### src/rtl/packet_rx_pkg.sv
// Shared constants and state type for the temperature packet receive path.
package packet_pkg;

   localparam logic [7:0] HEADER_BYTE_DEF = 8'hA5;
   localparam int         DATA_BYTES_DEF  = 4;
   localparam int         SYNC_STAGES_DEF = 2;

   typedef enum logic {
      HUNT,
      COLLECT
   } rx_state_t;

endpackage

### src/rtl/packet_rx_sync_edge.sv
// Multi-flop synchronizer with a registered rising-edge pulse.
// The pulse is asserted in exactly the cycle the synced value is first seen high.
module sync_edge #(
   parameter int STAGES = 2
) (
   input  logic clk_50,
   input  logic reset_n,
   input  logic d_i,
   output logic rise_o
);

   logic [STAGES-1:0] sync_q;
   logic              rise_q;

   always_ff @(posedge clk_50 or negedge reset_n) begin
      if (!reset_n) begin
         sync_q <= '0;
         rise_q <= 1'b0;
      end else begin
         sync_q <= {sync_q[STAGES-2:0], d_i};
         // Registered form of (synced & ~synced_prev): looks one stage earlier.
         rise_q <= sync_q[STAGES-2] & ~sync_q[STAGES-1];
      end
   end

   assign rise_o = rise_q;

endmodule

### src/rtl/packet_rx.sv
// Serial front-end: oversamples ser_clk/ser_data, hunts for the header byte with a
// sliding window, then emits DATA_BYTES bytes per packet to the word buffer.
module packet_rx
   import packet_pkg::*;
#(
   parameter logic [7:0] HEADER_BYTE = HEADER_BYTE_DEF,
   parameter int         DATA_BYTES  = DATA_BYTES_DEF,
   parameter int         SYNC_STAGES = SYNC_STAGES_DEF
) (
   input  logic       clk_50,
   input  logic       reset_n,
   input  logic       ser_clk,
   input  logic       ser_data,
   input  logic       ser_en,
   output logic [7:0] packet_out,
   output logic       write_en,
   output logic       header_flag,
   output logic       pkt_done,
   output logic       frame_err
);

   localparam int BCW = $clog2(DATA_BYTES + 1);

   logic [SYNC_STAGES-1:0] data_sync_q, en_sync_q;
   logic                   sclk_rise, data_s, en_s, en_prev_q;
   logic                   shift_en, en_fall;

   rx_state_t              state_q;
   // Only 7 bits are kept: the oldest bit falls off on the shift that would read it.
   logic [6:0]             shift_q;
   logic [7:0]             shift_d;
   logic [2:0]             bit_cnt_q;
   logic [BCW-1:0]         byte_cnt_q;
   logic [7:0]             packet_out_q;
   logic                   write_en_q, header_flag_q, pkt_done_q, frame_err_q;

   sync_edge #(.STAGES(SYNC_STAGES)) u_sclk_sync (
      .clk_50  (clk_50),
      .reset_n (reset_n),
      .d_i     (ser_clk),
      .rise_o  (sclk_rise)
   );

   // Data and enable chains match the clock chain depth so they line up with sclk_rise.
   always_ff @(posedge clk_50 or negedge reset_n) begin
      if (!reset_n) begin
         data_sync_q <= '0;
         en_sync_q   <= '0;
         en_prev_q   <= 1'b0;
      end else begin
         data_sync_q <= {data_sync_q[SYNC_STAGES-2:0], ser_data};
         en_sync_q   <= {en_sync_q[SYNC_STAGES-2:0], ser_en};
         en_prev_q   <= en_s;
      end
   end

   assign data_s   = data_sync_q[SYNC_STAGES-1];
   assign en_s     = en_sync_q[SYNC_STAGES-1];
   assign shift_en = sclk_rise & en_s;
   assign en_fall  = en_prev_q & ~en_s;
   assign shift_d  = {shift_q, data_s};

   always_ff @(posedge clk_50 or negedge reset_n) begin
      if (!reset_n) begin
         state_q       <= HUNT;
         shift_q       <= '0;
         bit_cnt_q     <= '0;
         byte_cnt_q    <= '0;
         packet_out_q  <= '0;
         write_en_q    <= 1'b0;
         header_flag_q <= 1'b0;
         pkt_done_q    <= 1'b0;
         frame_err_q   <= 1'b0;
      end else begin
         write_en_q    <= 1'b0;
         header_flag_q <= 1'b0;
         pkt_done_q    <= 1'b0;
         frame_err_q   <= 1'b0;
         case (state_q)
            HUNT: begin
               if (shift_en) begin
                  shift_q <= shift_d[6:0];
                  if (shift_d == HEADER_BYTE) begin
                     header_flag_q <= 1'b1;
                     state_q       <= COLLECT;
                     bit_cnt_q     <= '0;
                     byte_cnt_q    <= '0;
                  end
               end
            end
            COLLECT: begin
               // Abort outranks a byte completing in the same cycle.
               if (en_fall) begin
                  frame_err_q <= 1'b1;
                  state_q     <= HUNT;
                  shift_q     <= '0;
                  bit_cnt_q   <= '0;
                  byte_cnt_q  <= '0;
               end else if (shift_en) begin
                  shift_q   <= shift_d[6:0];
                  bit_cnt_q <= bit_cnt_q + 3'd1;
                  if (bit_cnt_q == 3'd7) begin
                     packet_out_q <= shift_d;
                     write_en_q   <= 1'b1;
                     byte_cnt_q   <= byte_cnt_q + BCW'(1);
                     if (byte_cnt_q == BCW'(DATA_BYTES - 1)) begin
                        // Clearing the window keeps data tails from faking a header.
                        pkt_done_q <= 1'b1;
                        state_q    <= HUNT;
                        shift_q    <= '0;
                        byte_cnt_q <= '0;
                     end
                  end
               end
            end
         endcase
      end
   end

   assign packet_out  = packet_out_q;
   assign write_en    = write_en_q;
   assign header_flag = header_flag_q;
   assign pkt_done    = pkt_done_q;
   assign frame_err   = frame_err_q;

endmodule
### config.mk
export PLATFORM = sky130hd
export DESIGN_NAME = packet_rx
export DESIGN_NICKNAME = d
export VERILOG_FILES = /design/src/rtl/packet_rx_pkg.sv /design/src/rtl/packet_rx_sync_edge.sv /design/src/rtl/packet_rx.sv
export SDC_FILE = /design/constraint.sdc
export NUM_CORES = 1
export LEC_CHECK = 0
export ABC_CLOCK_PERIOD_IN_PS = 1700
export CAP_MARGIN = 10
export CORE_ASPECT_RATIO = 0.8
export CORE_MARGIN = 2
export CORE_UTILIZATION = 52
export CTS_CLUSTER_SIZE = 24
export DETAILED_ROUTE_END_ITERATION = 6
export PLACE_DENSITY = 0.75
export SYNTH_ARGS = -nofsm -noshare
export SYNTH_HDL_FRONTEND = slang
export SYNTH_SLANG_ARGS = --single-unit
### constraint.sdc
create_clock -name clk_50 -period 1.7 [get_ports clk_50]
set_input_delay 0.17 -clock clk_50 [delete_from_list [all_inputs] [get_ports clk_50]]
set_output_delay 0.17 -clock clk_50 [all_outputs]
set_load 0.02 [all_outputs]
Yosys cells after proc, flatten, opt, wreduce, memory -nomap -nowiden
Index checks and enable logic that the tools add are counted.

operators by class
  eq/ne operators = 7
  $add $sub $neg = 2
  reductions and logical operators = 4
  bitwise operators = 7
  mux-type cells = 35

operators by type and width
  cell                                                   count
  2-to-1 mux 7 bit                                       5
  2-to-1 mux 3 bit                                       8
  2-to-1 mux 1 bit                                       18
  case mux 7 bit (2 select lines)                        1
  case mux 3 bit (2 select lines)                        2
  equality test 8 bit, second input constant             1
  AND reduction 4 bit                                    2
  adder 3 x 1 -> 3 bit, second input constant            2
  inequality test 2 bit, second input constant           2
  inverter 1 bit                                         4
  AND 1 bit                                              3
  equality test 3 x 2 -> 1 bit, second input constant    1
  equality test 3 bit, second input constant             1
  inequality test 3 x 2 -> 1 bit, second input constant  1
  inequality test 3 bit, second input constant           1
  AND reduction 3 bit                                    1
  case mux 1 bit (2 select lines)                        1
  AND reduction 2 bit                                    1

word-level totals
  register bits = 34
  logic and storage cells = 69
  output and inout bits = 12
  input port bits = 5

Depth between registers and ports, before layout
Gate-level depths: netlist of the first run.

  word-level depth = 6
  mapped depth = 6
  mapped depth without buffers = 6

By module
A second synthesis of the first run with hierarchy kept.

second synthesis, totals
  cell total of the unflattened synthesis = 87
  area, all modules = 1296.2 um^2

by module, submodules not included
  module     area each (um^2)  cells an instance  sequential area each (um^2)  times used
  packet_rx  1207.4            83                 775.7                        1
  sync_edge  88.8              4                  75.1                         1

Least setup slack after synthesis of the first run
No wires, ideal clock.

  kind = reg-to-reg
  from = register shift_q[0]
  to = register bit_cnt_q[0]
  cell stages (with the launch flop) = 5
  buffers on the path = 0
  data arrival time = 1.364 ns
  period minus slack after synthesis = 1.489 ns
  data required time = 1.575 ns
  library setup time = 0.125 ns
  path slack = 0.211 ns
  cells stage by stage = dfrtp_1 nor4b_4 a41oi_1 or2_1 mux2_4

between the ends
  longest elaborated chain between the ends = 3

RTL lines
  what                                    line              source
  start, declared                         packet_rx.sv:30   logic [6:0] shift_q;
  start signal, assigned                  packet_rx.sv:82   shift_q <= shift_d[6:0];
  start signal, assigned                  packet_rx.sv:100  shift_q <= shift_d[6:0];
  equality test 8 bit                     packet_rx.sv:83   if (shift_d == HEADER_BYTE) begin
  inequality test 2 bit (no source line)  -
  AND reduction 3 bit (no source line)    -
  end signal, assigned                    packet_rx.sv:101  bit_cnt_q <= bit_cnt_q + 3'd1;
  end, declared                           packet_rx.sv:32   logic [2:0] bit_cnt_q;

No other way between the ends.
A chain may end at the register's enable or synchronous reset.

Worst setup path after layout of the first run
Ends and elaborated chain as after synthesis.

==> results of run 1 <==
worst max-delay path: stages, from the launching register on:
cell,delay (ns)
dfrtp_2,0.45
nor4b_4,0.30
a41oi_1,0.19
or2_1,0.30
mux2_4,0.27
layer usage:
layer / global-route usage / wire (um)
met4: 0.100 / 59
met1: 0.263 / 1000
met5: 0 / 0
met2: 0.275 / 1070
met3: 0.0588 / 126
logic make-up (layout without fill, tap and decap cells):
kind of cell	count (synthesis)	after routing	synth area share
AO/OA/AOI/OAI	17	17	0.107
adder cells (fa/ha/maj)	3	3	0.0290
buffers and inverters	3	28	0.00871
flip-flops	34	34	0.658
multiplexers	10	10	0.0891
AND/OR/NAND/NOR	22	22	0.107
cell type report:
type | instances | area, um^2 | share of cell area
Timing Repair Buffer | 18 | 175 | 0.110
Inverter | 3 | 11.3 | 0.00707
Tap cell | 27 | 33.8 | 0.0212
Clock inverter | 1 | 30.0 | 0.0189
Multi-Input combinational cell | 52 | 439 | 0.276
Clock buffer | 6 | 51.3 | 0.0322
Sequential cell | 34 | 852 | 0.535
cell usage in the layout (no fill, tap or decap), types with 2 or more instances in the layout:
cell	instances
buf_4	2
inv_1	3
a22o_1	5
nand2b_1	2
ha_1	2
dfrtp_1	33
nor2_1	3
nand2_1	4
a22o_2	4
mux2_2	8
nor2b_1	4
nand4_1	2
clkbuf_4	5
clkdlybuf4s50_1	16
flip-flops by register name (all words and copies together) (netlist names):
name / flops
u_sclk_sync.rise_o: 1
data_sync_q: 2
header_flag: 1
state_q: 1
en_prev_q: 1
packet_out: 8
bit_cnt_q: 3
frame_err: 1
pkt_done: 1
en_sync_q: 2
byte_cnt_q: 3
u_sclk_sync.sync_q: 2
shift_q: 7
write_en: 1
stage by stage:
step	hold WS [ns]	instance area (um^2)
floorplan	-0.126	1290
global placement	0.334	1500
detailed placement	0.337	1500
CTS	0.227	1580
global route	0.248	1590
finish	0.208	1590
how the worst max path moves through the flow:
stage                from           end  slack (ns)  cells after the start
2_1_floorplan  shift_q[0]  bit_cnt_q[0]        0.21                      4
3_3_place_gp   shift_q[3]  bit_cnt_q[0]        0.13                      4
3_5_place_dp   shift_q[0]  bit_cnt_q[0]        0.08                      4
4_1_cts        shift_q[0]  bit_cnt_q[0]        0.06                      4
5_1_grt        shift_q[0]  bit_cnt_q[0]        0.01                      4
6_report       shift_q[0]  bit_cnt_q[0]        0.08                      4
repair_timing:
item                       4_1_cts  5_1_grt
resized for setup                0        4
setup buffers                    0        0
hold endpoints to repair         0        0
setup endpoints to repair        0       12
where the power goes:
part	switching [uW]	internal, uW
sequential	52.9	855
combinational	39.7	56.1
clock	273	342
==> impl_metrics.yaml, run 1 <==
placed_design:
  hpwl_um: 1540
  gp_congestion: 0.766
  place_ws_ns: 0.0797
  io_buffer_count: 16
  dp.cells: 134
synthesis:
  postSynthCellCount: 89
  yosysTopAreaCellShare: 0.658
  synth_common_cells: "dfrtp_1, mux2_2, a22o_1"
  yosysSeqAreaShare: 0.658
  synth_edf_count: 0
  synth_area_leaders: "dfrtp_1, mux2_2, a22o_1"
  synth_most_common_cell: "dfrtp_1"
  syn_area_per_cell_um2: 14.5
  syn_area_um2: 1290
  synth_top_cell_by_area: "dfrtp_1"
  yosys_register_bits: 34
  synth_cell_types: 27
  synth-main-ff-cell: "dfrtp_1"
  syn-num-nets: 97
  async_reset_ff_frac: 1.00
  ys_warn_count: 0
route:
  ant_nets: 0
  first_iter_violations: 30
  vias_per_cell: 5.66
  finalWirelength_um: 2260
  drc: 0
  vias: 798
  routedWlPerCell_um: 16.0
  firstDrtPassIters: 5
die:
  start_util: 0.538
  core_um2: 2400
  num_rows: 16
  dieArea_um2: 2900
  ios: 17
  die_w_um: 59.7
  die_h_um: 48.6
critical_path:
  ff2ff_setup_slack_ns: 0.08
  r2r_start: "shift_q[0]"
  worstPathArrival_ns: 1.86
  setup.worst_path.start_class: "flop"
  ff2ff_path_depth: 4
  cp_max_fo: 4
  cp.required_ns: 1.94
  r2r-end: "bit_cnt_q[0]"
  cp-end-kind: "flop"
  crit_type: "reg -> reg"
clock_tree:
  cts_tree: "done"
  clockBufferDepth: 2
  numCtsBuffers: 5
  h-tree-depth: 2
  clk_pin_slew_ns: 0.11
  insertion_delay_ns: 0.34
  cts.sinks: 34
  cts_root_buffer: "clkbuf_4"
  hold_buffers: 0
finish:
  fillCellCount: 195
  drive_above_1_share: 0.254
  num_antenna_cells: 0
  fin_cells: 141
  synthToLayoutAreaGrowth_pct: 23.2
  utilization: 0.663
  nets: 122
grt:
  antenna_found_initial: 0
  track_usage: 0.193
  grt_pass1_wl_um: 4010
  grt_max_degree: 35
  grt_overflow_total: 0
  grt_pass1_vias: 848
timing:
  hold_viol_final: 0
  period_minus_slack_ns: 1.62
  worst_slack_ns: 0.0821
  period_share: 0.952
  fin_worst_skew_ns: 0.00934
  tightest_slew_ns: 0.409
  slew_violations: 0
  slew-limit-headroom: 0.727
  max_freq_mhz: 618
  finalSetupViolCount: 0
  tns_ns: 0
  rsz0062_at_grt: "no"
pwr:
  ir_drop_mv: 0.559
  power.total_uw: 1620
  cellPowerDensity_nw_per_um2: 1020
  power.leakage_uw: 0.000750
outcome:
  outcome: "completed"
flow_run:
  maxCapViolCount: 0
worst_hold_path:
  min_path_type: "in -> async"
(Power assumes the default switching activity.)
==> inputs of run 2 (changes only) <==
==> constraint.sdc (replaced) <==
create_clock -name clk_50 -period 1.7 [get_ports clk_50]
set_input_delay 0.17 -clock clk_50 [delete_from_list [all_inputs] [get_ports clk_50]]
set_output_delay 0.17 -clock clk_50 [all_outputs]
set_load 0.05 [all_outputs]
==> impl_metrics.yaml, run 2 (synthesized netlist as in run 1, its figures left out) <==
route:
  met1_length_um: 1030
  first_iter_violations: 31
  wl_met3_um: 118
  dr_wl_met2_um: 1060
  firstDrtPassIters: 4
  vias_per_cell: 5.67
  finalWirelength_um: 2260
  top_layer: "met4"
  routedWlPerCell_um: 16.0
  vias: 799
  ant_nets: 0
  drc: 0
grt:
  track_usage: 0.193
  grt_pass1_wl_um: 4010
  antenna_found_initial: 0
  grt_overflow_total: 0
  grt_max_degree: 35
  grt_pass1_vias: 848
outcome:
  outcome: "completed"
pwr:
  power.leakage_uw: 0.000900
  seq_power_share: 0.560
  p_sw_uw: 368
  cellPowerDensity_nw_per_um2: 1010
  switching_share: 0.227
  p_int_uw: 1250
  p_comb_frac: 0.059
  ir_drop_mv: 0.569
  clock_power_share: 0.381
timing:
  period_share: 0.965
  finalSetupViolCount: 0
  period_minus_slack_ns: 1.64
  tns_ns: 0
  rsz0062_at_grt: "no"
  slew_violations: 0
  max_freq_mhz: 609
  tightest_slew_ns: 0.510
  hold_viol_final: 0
  slew-limit-headroom: 0.659
  fin_worst_skew_ns: 0.00875
critical_path:
  crit_chain: "clkdlybuf4s50_1"
  cp-end-kind: "output pin"
  r2r_start: "shift_q[0]"
  critPathSlowestCell: "clkdlybuf4s50_1"
  cp_max_fo: 1
  slowest_delay_ns: 0.80
  worstSetupStartpoint: "write_en"
  path_delay_family: "buffers and inverters"
  crit_type: "reg -> out"
  cp.buffers_inverters: 1
  setup.worst_path.start_class: "flop"
  cp.required_ns: 1.53
  worstPathArrival_ns: 1.47
clock_tree:
  clk_pin_slew_ns: 0.10
  cts.sinks: 34
  cts_root_buffer: "clkbuf_4"
  cts_resized: 0
  numCtsBuffers: 5
  clockBufferDepth: 2
  hold_buffers: 0
  h-tree-depth: 2
  cts_tree: "done"
  postCtsSetupBuffers: 0
  insertion_delay_ns: 0.34
finish:
  final_common_cell: "dfrtp_1"
  largest_reg_flops: 8
  drive_above_1_share: 0.254
  nets: 122
  fillCellCount: 193
  synthToLayoutAreaGrowth_pct: 24.8
  mostFrequentLayoutCells: "dfrtp_1, mux2_2, clkdlybuf4s50_1, dlymetal6s2s_1"
  fin_cells: 141
  num_antenna_cells: 0
placed_design:
  dp.cells: 134
  gp_congestion: 0.766
  hpwl_um: 1540
  io_buffer_count: 16
die:
  dieArea_um2: 2900
  die_h_um: 48.6
  die_w_um: 59.7
  num_rows: 16
  ios: 17
  start_util: 0.538
  core_um2: 2400
flow_run:
  maxCapViolCount: 0
worst_hold_path:
  min_path_type: "in -> async"
==> run 2: changes by cell type in the layout (fill, tap and decap cells not counted) <==
cell / change
clkdlybuf4s50_1: -8
dlymetal6s2s_1: +8
==> run 2: metal layers <==
layer	up-vias	global-route usage
met3	8	0.0588
li1	372	-
met4	0	0.100
met1	400	0.263
met5	-	0
met2	19	0.275
==> run 2: stage by stage <==
stage | total power, uW | util | cell area [um^2] | hold WS, ns | setup WS [ns]
5_1_grt | 1670 | 0.671 | 1610 | 0.248 | 0.0119
3_3_place_gp | 1020 | 0.625 | 1500 | 0.334 | 0.134
2_1_floorplan | 968 | - | 1290 | -0.126 | 0.211
3_5_place_dp | 1020 | 0.625 | 1500 | 0.337 | 0.0797
6_report | 1620 | 0.671 | 1610 | 0.206 | 0.0588
4_1_cts | 1620 | 0.659 | 1580 | 0.227 | 0.0136
==> run 2: area by class of cell <==
cell class,instances,area [um^2],area share
Clock buffer,6,51.3,0.0318
Clock inverter,1,30.0,0.0186
Sequential cell,34,852,0.528
Inverter,3,11.3,0.00698
Multi-Input combinational cell,52,439,0.272
Timing Repair Buffer,18,195,0.121
Tap cell,27,33.8,0.0209
==> run 2: final timing paths <==
kind	to	slack, ns	depth (start not counted)
hold reg to reg	en_sync_q[1]	0.36	0
setup / recovery	write_en	0.06	1
hold / removal	packet_out[3]	0.21	2
setup reg to reg	bit_cnt_q[0]	0.08	4
min in group clk_50	data_sync_q[0]	0.26	1
max in group asynchronous	shift_q[0]	1.18	2
==> run 2: power by group through the flow <==
stage / registers [uW] / logic (uW) / clock network (uW)
global placement: 921 / 94.5 / 0
floorplan: 908 / 59.5 / 0
finish: 907 / 95.8 / 618
global route: 915 / 105 / 653
detailed placement: 922 / 95.7 / 0
CTS: 906 / 97.2 / 619
